--- config.mk ---
export PLATFORM = sky130hd
export DESIGN_NAME = alu_arbiter_flat
export DESIGN_NICKNAME = d
export VERILOG_FILES = /design/src/rtl/alu_arbiter_if.sv /design/src/rtl/alu_arbiter.sv /design/src/flat_wrapper.sv
export SDC_FILE = /design/constraint.sdc
export NUM_CORES = 1
export LEC_CHECK = 0
export BUFFER_PORTS_ARGS = -buffer_cell sky130_fd_sc_hd__buf_2
export CORE_ASPECT_RATIO = 1.4
export CORE_MARGIN = 3
export CORE_UTILIZATION = 32
export DETAILED_ROUTE_END_ITERATION = 10
export GPL_TIMING_DRIVEN = 0
export HOLD_SLACK_MARGIN = 0.12
export SYNTH_ARGS = -nofsm -noshare
export SYNTH_HDL_FRONTEND = slang
export SYNTH_SLANG_ARGS = --single-unit
--- constraint.sdc ---
create_clock -name clk -period 2.2 [get_ports clk]
set_input_delay 0.11 -clock clk [delete_from_list [all_inputs] [get_ports clk]]
set_output_delay 0.11 -clock clk [all_outputs]
set_load 0.1 [all_outputs]
--- src/rtl/alu_arbiter_if.sv ---
// Request, ALU and response bundle between the issue logic, the shared ALU and the arbiter.
// The slave modport is the arbiter's view; master is the surrounding logic.
interface alu_arbiter_if #(
  parameter int n    = 31,
  parameter int NREQ = 2
);
  localparam int IW = (NREQ > 1) ? $clog2(NREQ) : 1;

  logic [NREQ-1:0]         req_valid;
  logic [NREQ-1:0]         req_ready;
  logic [NREQ*(n+1)-1:0]   req_a;
  logic [NREQ*(n+1)-1:0]   req_b;
  logic [NREQ*4-1:0]       req_S;
  logic [NREQ-1:0]         req_M;
  logic [NREQ-1:0]         req_cin;

  logic [n:0]              alu_a;
  logic [n:0]              alu_b;
  logic [3:0]              alu_S;
  logic                    alu_M;
  logic                    alu_cin;
  logic [n:0]              alu_do;
  logic [3:0]              alu_nvzc;

  logic                    rsp_valid;
  logic                    rsp_ready;
  logic [IW-1:0]           rsp_id;
  logic [n:0]              rsp_do;
  logic [3:0]              rsp_nvzc;

  modport slave (
    input  req_valid, req_a, req_b, req_S, req_M, req_cin, alu_do, alu_nvzc, rsp_ready,
    output req_ready, alu_a, alu_b, alu_S, alu_M, alu_cin, rsp_valid, rsp_id, rsp_do, rsp_nvzc
  );

  modport master (
    output req_valid, req_a, req_b, req_S, req_M, req_cin, alu_do, alu_nvzc, rsp_ready,
    input  req_ready, alu_a, alu_b, alu_S, alu_M, alu_cin, rsp_valid, rsp_id, rsp_do, rsp_nvzc
  );
endinterface

--- src/rtl/alu_arbiter.sv ---
// Round-robin arbiter sharing one ALU among NREQ requesters, result returned on a tagged valid/ready channel.
// Define ALU_ARB_PIPE_EN to drive the ALU combinationally from the winner and drop the EXEC cycle.
module alu_arbiter #(
  parameter int n    = 31,
  parameter int NREQ = 2
) (
  input  logic        clk,
  input  logic        rst,
  alu_arbiter_if.slave bus
);
  localparam int IW = (NREQ > 1) ? $clog2(NREQ) : 1;
  localparam int W  = n + 1;

`ifdef ALU_ARB_PIPE_EN
  typedef enum logic [1:0] {IDLE = 2'd0, RESP = 2'd2} state_t;
`else
  typedef enum logic [1:0] {IDLE = 2'd0, EXEC = 2'd1, RESP = 2'd2} state_t;
`endif

  state_t state, nxt;

  logic [NREQ-1:0][n:0] a_l, b_l;
  logic [NREQ-1:0][3:0] s_l;

  logic [IW-1:0]   last, win;
  logic            any, grant;
  logic [NREQ-1:0] rdy;
  int              cand;

  logic [n:0]      a_q, b_q;
  logic [3:0]      s_q;
  logic            m_q, cin_q;
  logic [IW-1:0]   rid_q;
  logic [n:0]      rdo_q;
  logic [3:0]      rnv_q;
`ifndef ALU_ARB_PIPE_EN
  logic [IW-1:0]   id_q;
`endif

  for (genvar g = 0; g < NREQ; g++) begin : g_lane
    assign a_l[g] = bus.req_a[g*W +: W];
    assign b_l[g] = bus.req_b[g*W +: W];
    assign s_l[g] = bus.req_S[g*4 +: 4];
  end

  // Scan from farthest to nearest after last so the nearest valid index is the one left standing.
  always_comb begin
    any  = 1'b0;
    win  = '0;
    cand = 0;
    for (int i = NREQ; i >= 1; i--) begin
      cand = (int'(last) + i) % NREQ;
      if (bus.req_valid[cand[IW-1:0]]) begin
        any = 1'b1;
        win = cand[IW-1:0];
      end
    end
  end

  always_ff @(posedge clk) begin
    if (rst) state <= IDLE;
    else     state <= nxt;
  end

  always_comb begin
    nxt = state;
    case (state)
      IDLE: if (grant) begin
`ifdef ALU_ARB_PIPE_EN
        nxt = RESP;
`else
        nxt = EXEC;
`endif
      end
`ifndef ALU_ARB_PIPE_EN
      EXEC: nxt = RESP;
`endif
      RESP: if (bus.rsp_ready) nxt = IDLE;
      default: nxt = IDLE;
    endcase
  end

  // Grant is masked while reset is held so nothing is accepted that reset would drop.
  always_comb begin
    grant = 1'b0;
    rdy   = '0;
    if (!rst && state == IDLE && any) begin
      grant = 1'b1;
      rdy   = NREQ'(1) << win;
    end
  end

  always_ff @(posedge clk) begin
    if (rst) begin
      last  <= IW'(NREQ - 1);
      a_q   <= '0;
      b_q   <= '0;
      s_q   <= '0;
      m_q   <= 1'b0;
      cin_q <= 1'b0;
      rid_q <= '0;
      rdo_q <= '0;
      rnv_q <= '0;
`ifndef ALU_ARB_PIPE_EN
      id_q  <= '0;
`endif
    end else begin
      if (grant) begin
        a_q   <= a_l[win];
        b_q   <= b_l[win];
        s_q   <= s_l[win];
        m_q   <= bus.req_M[win];
        cin_q <= bus.req_cin[win];
        last  <= win;
`ifdef ALU_ARB_PIPE_EN
        rdo_q <= bus.alu_do;
        rnv_q <= bus.alu_nvzc;
        rid_q <= win;
`else
        id_q  <= win;
`endif
      end
`ifndef ALU_ARB_PIPE_EN
      if (state == EXEC) begin
        rdo_q <= bus.alu_do;
        rnv_q <= bus.alu_nvzc;
        rid_q <= id_q;
      end
`endif
    end
  end

`ifdef ALU_ARB_PIPE_EN
  assign bus.alu_a   = grant ? a_l[win]          : a_q;
  assign bus.alu_b   = grant ? b_l[win]          : b_q;
  assign bus.alu_S   = grant ? s_l[win]          : s_q;
  assign bus.alu_M   = grant ? bus.req_M[win]    : m_q;
  assign bus.alu_cin = grant ? bus.req_cin[win]  : cin_q;
`else
  assign bus.alu_a   = a_q;
  assign bus.alu_b   = b_q;
  assign bus.alu_S   = s_q;
  assign bus.alu_M   = m_q;
  assign bus.alu_cin = cin_q;
`endif

  assign bus.req_ready = rdy;
  assign bus.rsp_valid = (state == RESP);
  assign bus.rsp_id    = rid_q;
  assign bus.rsp_do    = rdo_q;
  assign bus.rsp_nvzc  = rnv_q;
endmodule

--- src/flat_wrapper.sv ---
// flat-port wrapper written by rule: the top's interface ports become plain ports
module alu_arbiter_flat 
#(
  parameter int n    = 31,
  parameter int NREQ = 2
)
  (clk, rst, bus_req_valid, bus_req_a, bus_req_b, bus_req_S, bus_req_M, bus_req_cin, bus_alu_do, bus_alu_nvzc, bus_rsp_ready, bus_req_ready, bus_alu_a, bus_alu_b, bus_alu_S, bus_alu_M, bus_alu_cin, bus_rsp_valid, bus_rsp_id, bus_rsp_do, bus_rsp_nvzc);
  alu_arbiter_if #(.n(n), .NREQ(NREQ)) bus_i ();
  input  logic clk;
  input  logic rst;
  input wire logic [$bits(bus_i.req_valid)-1:0] bus_req_valid;
  input wire logic [$bits(bus_i.req_a)-1:0] bus_req_a;
  input wire logic [$bits(bus_i.req_b)-1:0] bus_req_b;
  input wire logic [$bits(bus_i.req_S)-1:0] bus_req_S;
  input wire logic [$bits(bus_i.req_M)-1:0] bus_req_M;
  input wire logic [$bits(bus_i.req_cin)-1:0] bus_req_cin;
  input wire logic [$bits(bus_i.alu_do)-1:0] bus_alu_do;
  input wire logic [$bits(bus_i.alu_nvzc)-1:0] bus_alu_nvzc;
  input wire logic [$bits(bus_i.rsp_ready)-1:0] bus_rsp_ready;
  output wire logic [$bits(bus_i.req_ready)-1:0] bus_req_ready;
  output wire logic [$bits(bus_i.alu_a)-1:0] bus_alu_a;
  output wire logic [$bits(bus_i.alu_b)-1:0] bus_alu_b;
  output wire logic [$bits(bus_i.alu_S)-1:0] bus_alu_S;
  output wire logic [$bits(bus_i.alu_M)-1:0] bus_alu_M;
  output wire logic [$bits(bus_i.alu_cin)-1:0] bus_alu_cin;
  output wire logic [$bits(bus_i.rsp_valid)-1:0] bus_rsp_valid;
  output wire logic [$bits(bus_i.rsp_id)-1:0] bus_rsp_id;
  output wire logic [$bits(bus_i.rsp_do)-1:0] bus_rsp_do;
  output wire logic [$bits(bus_i.rsp_nvzc)-1:0] bus_rsp_nvzc;
  assign bus_i.req_valid = bus_req_valid;
  assign bus_i.req_a = bus_req_a;
  assign bus_i.req_b = bus_req_b;
  assign bus_i.req_S = bus_req_S;
  assign bus_i.req_M = bus_req_M;
  assign bus_i.req_cin = bus_req_cin;
  assign bus_i.alu_do = bus_alu_do;
  assign bus_i.alu_nvzc = bus_alu_nvzc;
  assign bus_i.rsp_ready = bus_rsp_ready;
  assign bus_req_ready = bus_i.req_ready;
  assign bus_alu_a = bus_i.alu_a;
  assign bus_alu_b = bus_i.alu_b;
  assign bus_alu_S = bus_i.alu_S;
  assign bus_alu_M = bus_i.alu_M;
  assign bus_alu_cin = bus_i.alu_cin;
  assign bus_rsp_valid = bus_i.rsp_valid;
  assign bus_rsp_id = bus_i.rsp_id;
  assign bus_rsp_do = bus_i.rsp_do;
  assign bus_rsp_nvzc = bus_i.rsp_nvzc;
  alu_arbiter #(.n(n), .NREQ(NREQ)) u_core (.clk(clk), .rst(rst), .bus(bus_i));
endmodule
# Yosys cells after proc, flatten, opt, wreduce, memory -nomap -nowiden
# Index checks and enable logic that the tools add are counted.
[op_classes]
addsub = 2
n_lt_le_gt_ge = 3
eq_ne = 4
n_shift = 1
n_mux = 23
reduce_logical = 5
[ops]
columns = ["cell", "count"]
rows = [
  ["32-bit two-way mux", 4],
  ["1-bit two-way mux", 13],
  ["4-bit two-way mux", 2],
  ["1-bit by 2-bit less-than comparator with 1-bit output, second input constant", 3],
  ["2-bit two-way mux", 3],
  ["2-bit one-hot mux with 3 select lines", 1],
  ["1-bit adder, second input constant", 2],
  ["2-bit by 1-bit equality test with 1-bit output, second input constant", 1],
  ["2-bit equality test, second input constant", 1],
  ["1-bit logical AND", 2],
  ["2-bit zero test", 1],
  ["2-bit by 1-bit inequality test with 1-bit output, second input constant", 1],
  ["2-bit inequality test, second input constant", 1],
  ["2-bit AND reduction", 1],
  ["1-bit by 1-bit << shifter with 2-bit output, first input constant", 1],
  ["1-bit zero test", 1],
]
[totals]
reg_bits = 111
in_bits = 181
output_inout_bits = 110
word_cells = 49

# Logic depth before layout (Yosys ltp)
[logic_depth]
word_depth = 9
mapped_depth = 6
ltp_nobuf = 3

# Worst setup path before layout
# Ideal clock, no wire load.
[synth_timing]
path_type = "register to output"
from = "register u_core.state[1]"
to = "output port bus_req_ready[0]"
t_arrival_ns = 3.311
t_required_ns = 2.090
setup_slack_ns = -1.221
stages_incl_launch_ff = 5
n_path_buf = 2
path_cell_list = "dfxtp_1 or3_4 buf_2 buf_1 nor3b_1"
[synth_between]
elab_chain_len = 4
[synth_lines]
columns = ["element", "line_no", "source"]
rows = [
  ["from (decl)", "alu_arbiter.sv:20", "state_t state, nxt;"],
  ["from (signal assigned)", "alu_arbiter.sv:62", "else state <= nxt;"],
  ["2-bit zero test", "alu_arbiter.sv:87", "if (!rst && state == IDLE && any) begin"],
  ["1-bit logical AND (2 in series)", "alu_arbiter.sv:87", ""],
  ["2-bit two-way mux", "alu_arbiter.sv:87", ""],
  ["to (decl)", "flat_wrapper.sv:20", "output wire logic [$bits(bus_i.req_ready)-1:0] bus_req_ready;"],
]
# No other way between the ends.

# Final worst setup path
[layout_timing]
from = "input port rst"
to = "output port bus_req_ready[1]"
[layout_between]
elab_chain_len = 4
[layout_lines]
columns = ["element", "line_no", "source"]
rows = [
  ["from (decl)", "flat_wrapper.sv:10", "input logic rst;"],
  ["1-bit zero test", "alu_arbiter.sv:87", ""],
  ["1-bit logical AND (2 in series)", "alu_arbiter.sv:87", ""],
  ["2-bit two-way mux", "alu_arbiter.sv:87", ""],
]
# No other way between the ends.

==> impl_metrics.csv <==
group,metric,value,unit
clock_network,h-tree-depth,3,
global_route,grt_pass1_wl,26.59,mm
worst_setup_path,worstSetupPathType,"input pin to output port",
global_route,met2_usage,40.06,%
timing,fmax,469.6,MHz
synth,synth_common_cells,"nand2_1, dfxtp_1, a221o_1, nor3_1, clkbuf_1",
timing,setup_ws,70.63,ps
clock_network,root_buffer,"clkbuf_16",
floorplan,start_util,33.27,%
placed_design,place_ws,-6.801,ps
clock_network,ctsLongestPathBuffers,2,
timing,finalCritPeriodShare,96.79,%
timing,tightest_slew,527.7,ps
global_route,top_usage_layer,"met2",
synth,yosysUniqueCellTypes,20,
placed_design,placedCellCount,967,
timing,finalMaxSlewViolations,0,
min_path,holdCritPathClass,"input pin to register",
timing,hold_violations,0,
pwr,p_leak,3.530,nW
synth,yosysWarnings,0,
synth,synthCells,500,
synth,yosys.area.top_type_share,50.90,%
global_route,use_met3,5.806,%
drt,drc,0,
synth,ys_seq_area_share,50.90,%
synth,synth_flop_cell,"dfxtp_1",
synth,synthTopCellsByArea,"dfxtp_1, a221o_1, nand2_1",
clock_network,clkLatencyLatePin,340,ps
synth,yosysMostFrequentCell,"nand2_1",
drt,routed_wl,17.36,mm
clock_network,cts-buffers-inserted,9,
synth,syn_area_per_cell,8.731,sq um
drt,drt_iter0_markers,218,
placed_design,port_buffers,289,
drt,num_vias,5331,
drt,antenna_left,0,
placed_design,hpwl,12.65,mm
clock_network,clk_pin_slew,80,ps
worst_setup_path,critPathLaunchType,"input pin",
clock_network,tritoncts,"yes",
worst_setup_path,cp.required,2090,ps
min_path,hold_depth,4,
finish,fin_cells,1092,
synth,async_reset_ff_share,0,%
timing,setup_violations,0,
finish,synthToLayoutAreaGrowth,70.42,%
floorplan,core-area,13120,sq um
timing,finalSetupTns,0,ps
placed_design,dpl_cell_area,6046,sq um
timing,rsz0062_at_grt,"false",
floorplan,placementRows,49,
worst_setup_path,ff2ff_setup_slack,280,ps
drt,vias_per_cell,4.882,
synth,syn_area,4365,sq um
global_route,antenna_found_initial,1,
global_route,grt_util_met1,24.04,%
pwr,vdd_drop_max,0.4764,mV
timing,period_minus_slack,2129,ps
global_route,grt_pass1_vias,5326,
floorplan,die_area,15100,sq um
pwr,power.total,6.326,mW
run_status,outcome,"finished, final reports clean",
finish,final_nets,1090,
placed_design,place_congestion,0.7967,
worst_setup_path,reg2reg_depth,5,
synth,synth_top_cell_by_area,"dfxtp_1",
synth,synth_edf_count,0,
finish,stdcell_area,7440,sq um
floorplan,ios,291,
worst_setup_path,endpoint_kind,"output port",
drt,wl_per_cell,15.90,microns
floorplan,fp.dieW,104.7,microns
finish,layout-drive-gt1-share,34.72,%
floorplan,fp.dieH,144.2,microns
global_route,grt_max_degree,20,
finish,fin_util,56.70,%
timing,hold_ws,158.3,ps
clock_network,cts_num_sinks,111,
job,drv_cap,0,
worst_setup_path,critPathMaxFanout,10,
timing,finClkSkew,8.925,ps
global_route,grt.overflow.total,0,
timing,relSlewSlack,65.07,%
pwr,p_per_area,850.3,nW/um^2
synth,synthesis.nets,681,
global_route,track_usage,21.79,%
drt,drtPass1Iterations,5,
synth,ys_seq_elements,111,
worst_setup_path,arrival,2020,ps
[critical path: stages]
cell,delay (ps)
dlygate4sd3_1,550
buf_2,170
or3_4,350
a211oi_4,210
buf_6,180
buf_2,430
[sequential cells by signal, indices dropped and copies added, names as in the netlist]
signal and cells:
u_core.last 1, u_core.bus.rsp_do 32, u_core.bus.alu_cin 1, u_core.bus.alu_S 4, u_core.bus.rsp_nvzc 4, u_core.bus.rsp_id 1, u_core.id_q 1, u_core.bus.alu_b 32
u_core.state 2, u_core.bus.alu_a 32, u_core.bus.alu_M 1
[per-layer routing]
metal	wire (microns)	share of wire, %
met1	6716	39
met2	8916	51
met3	1355	7.8
met4	374	2.2
met5	0	0
[power by group]
| group | switching (mW) | leakage, nW | internal, mW |
|---|---|---|---|
| clock network | 0.732 | 0.140 | 0.888 |
| logic | 1.82 | 2.48 | 0.572 |
| registers | 0.114 | 0.912 | 2.20 |
[worst paths after layout]
path / end / from
min reg2reg: u_core.bus.rsp_do[10]$_SDFFE_PP0N_ / u_core.bus.rsp_do[10]$_SDFFE_PP0N_
max reg2reg: u_core.bus.alu_b[19]$_SDFFE_PP0P_ / u_core.state[0]$_SDFFE_PP0P_
max: bus_req_ready[1] / rst
min: u_core.bus.alu_b[1]$_SDFFE_PP0P_ / bus_req_b[1]
[layout make-up]
cell class                      count  area, sq um
Tap cell                          178        222.7
Multi-Input combinational cell    336         1901
Clock buffer                       11        232.7
Timing Repair Buffer              399         2551
Antenna cell                        1        2.502
Fill cell                        1212         5680
Clock inverter                      4        56.30
Inverter                            2        7.507
Sequential cell                   111         2222
Buffer                             50        244.0
[cells by family after synthesis]
| family | after synthesis | share of synthesized area (%) |
|---|---|---|
| buf+inv | 53 | 5.818 |
| simple gates | 224 | 21.93 |
| compound gates | 112 | 21.35 |
| flops | 111 | 50.90 |
[what timing repair did]
item	4_1_cts	5_1_grt
endpoints found under the hold margin	109	0
setup endpoints to repair	2	1
setup buffers	1	0
pin swaps	1	0
gates cloned	0	0
hold buffers	109	0
gates resized for setup	2	3
[cells in the final DEF, fill, tap and decap left out, drive strengths merged, types with 2 or more instances in the layout]
| cell | instances |
|---|---|
| a21oi | 38 |
| buf | 302 |
| dfxtp | 111 |
| nand2 | 144 |
| clkinv | 2 |
| inv | 3 |
| dlygate4sd3 | 109 |
| clkbuf | 49 |
| nor2b | 3 |
| nor3 | 70 |
| nand2b | 2 |
| nor2 | 2 |
| a221o | 70 |
Power figures use the tool's default switching activity.
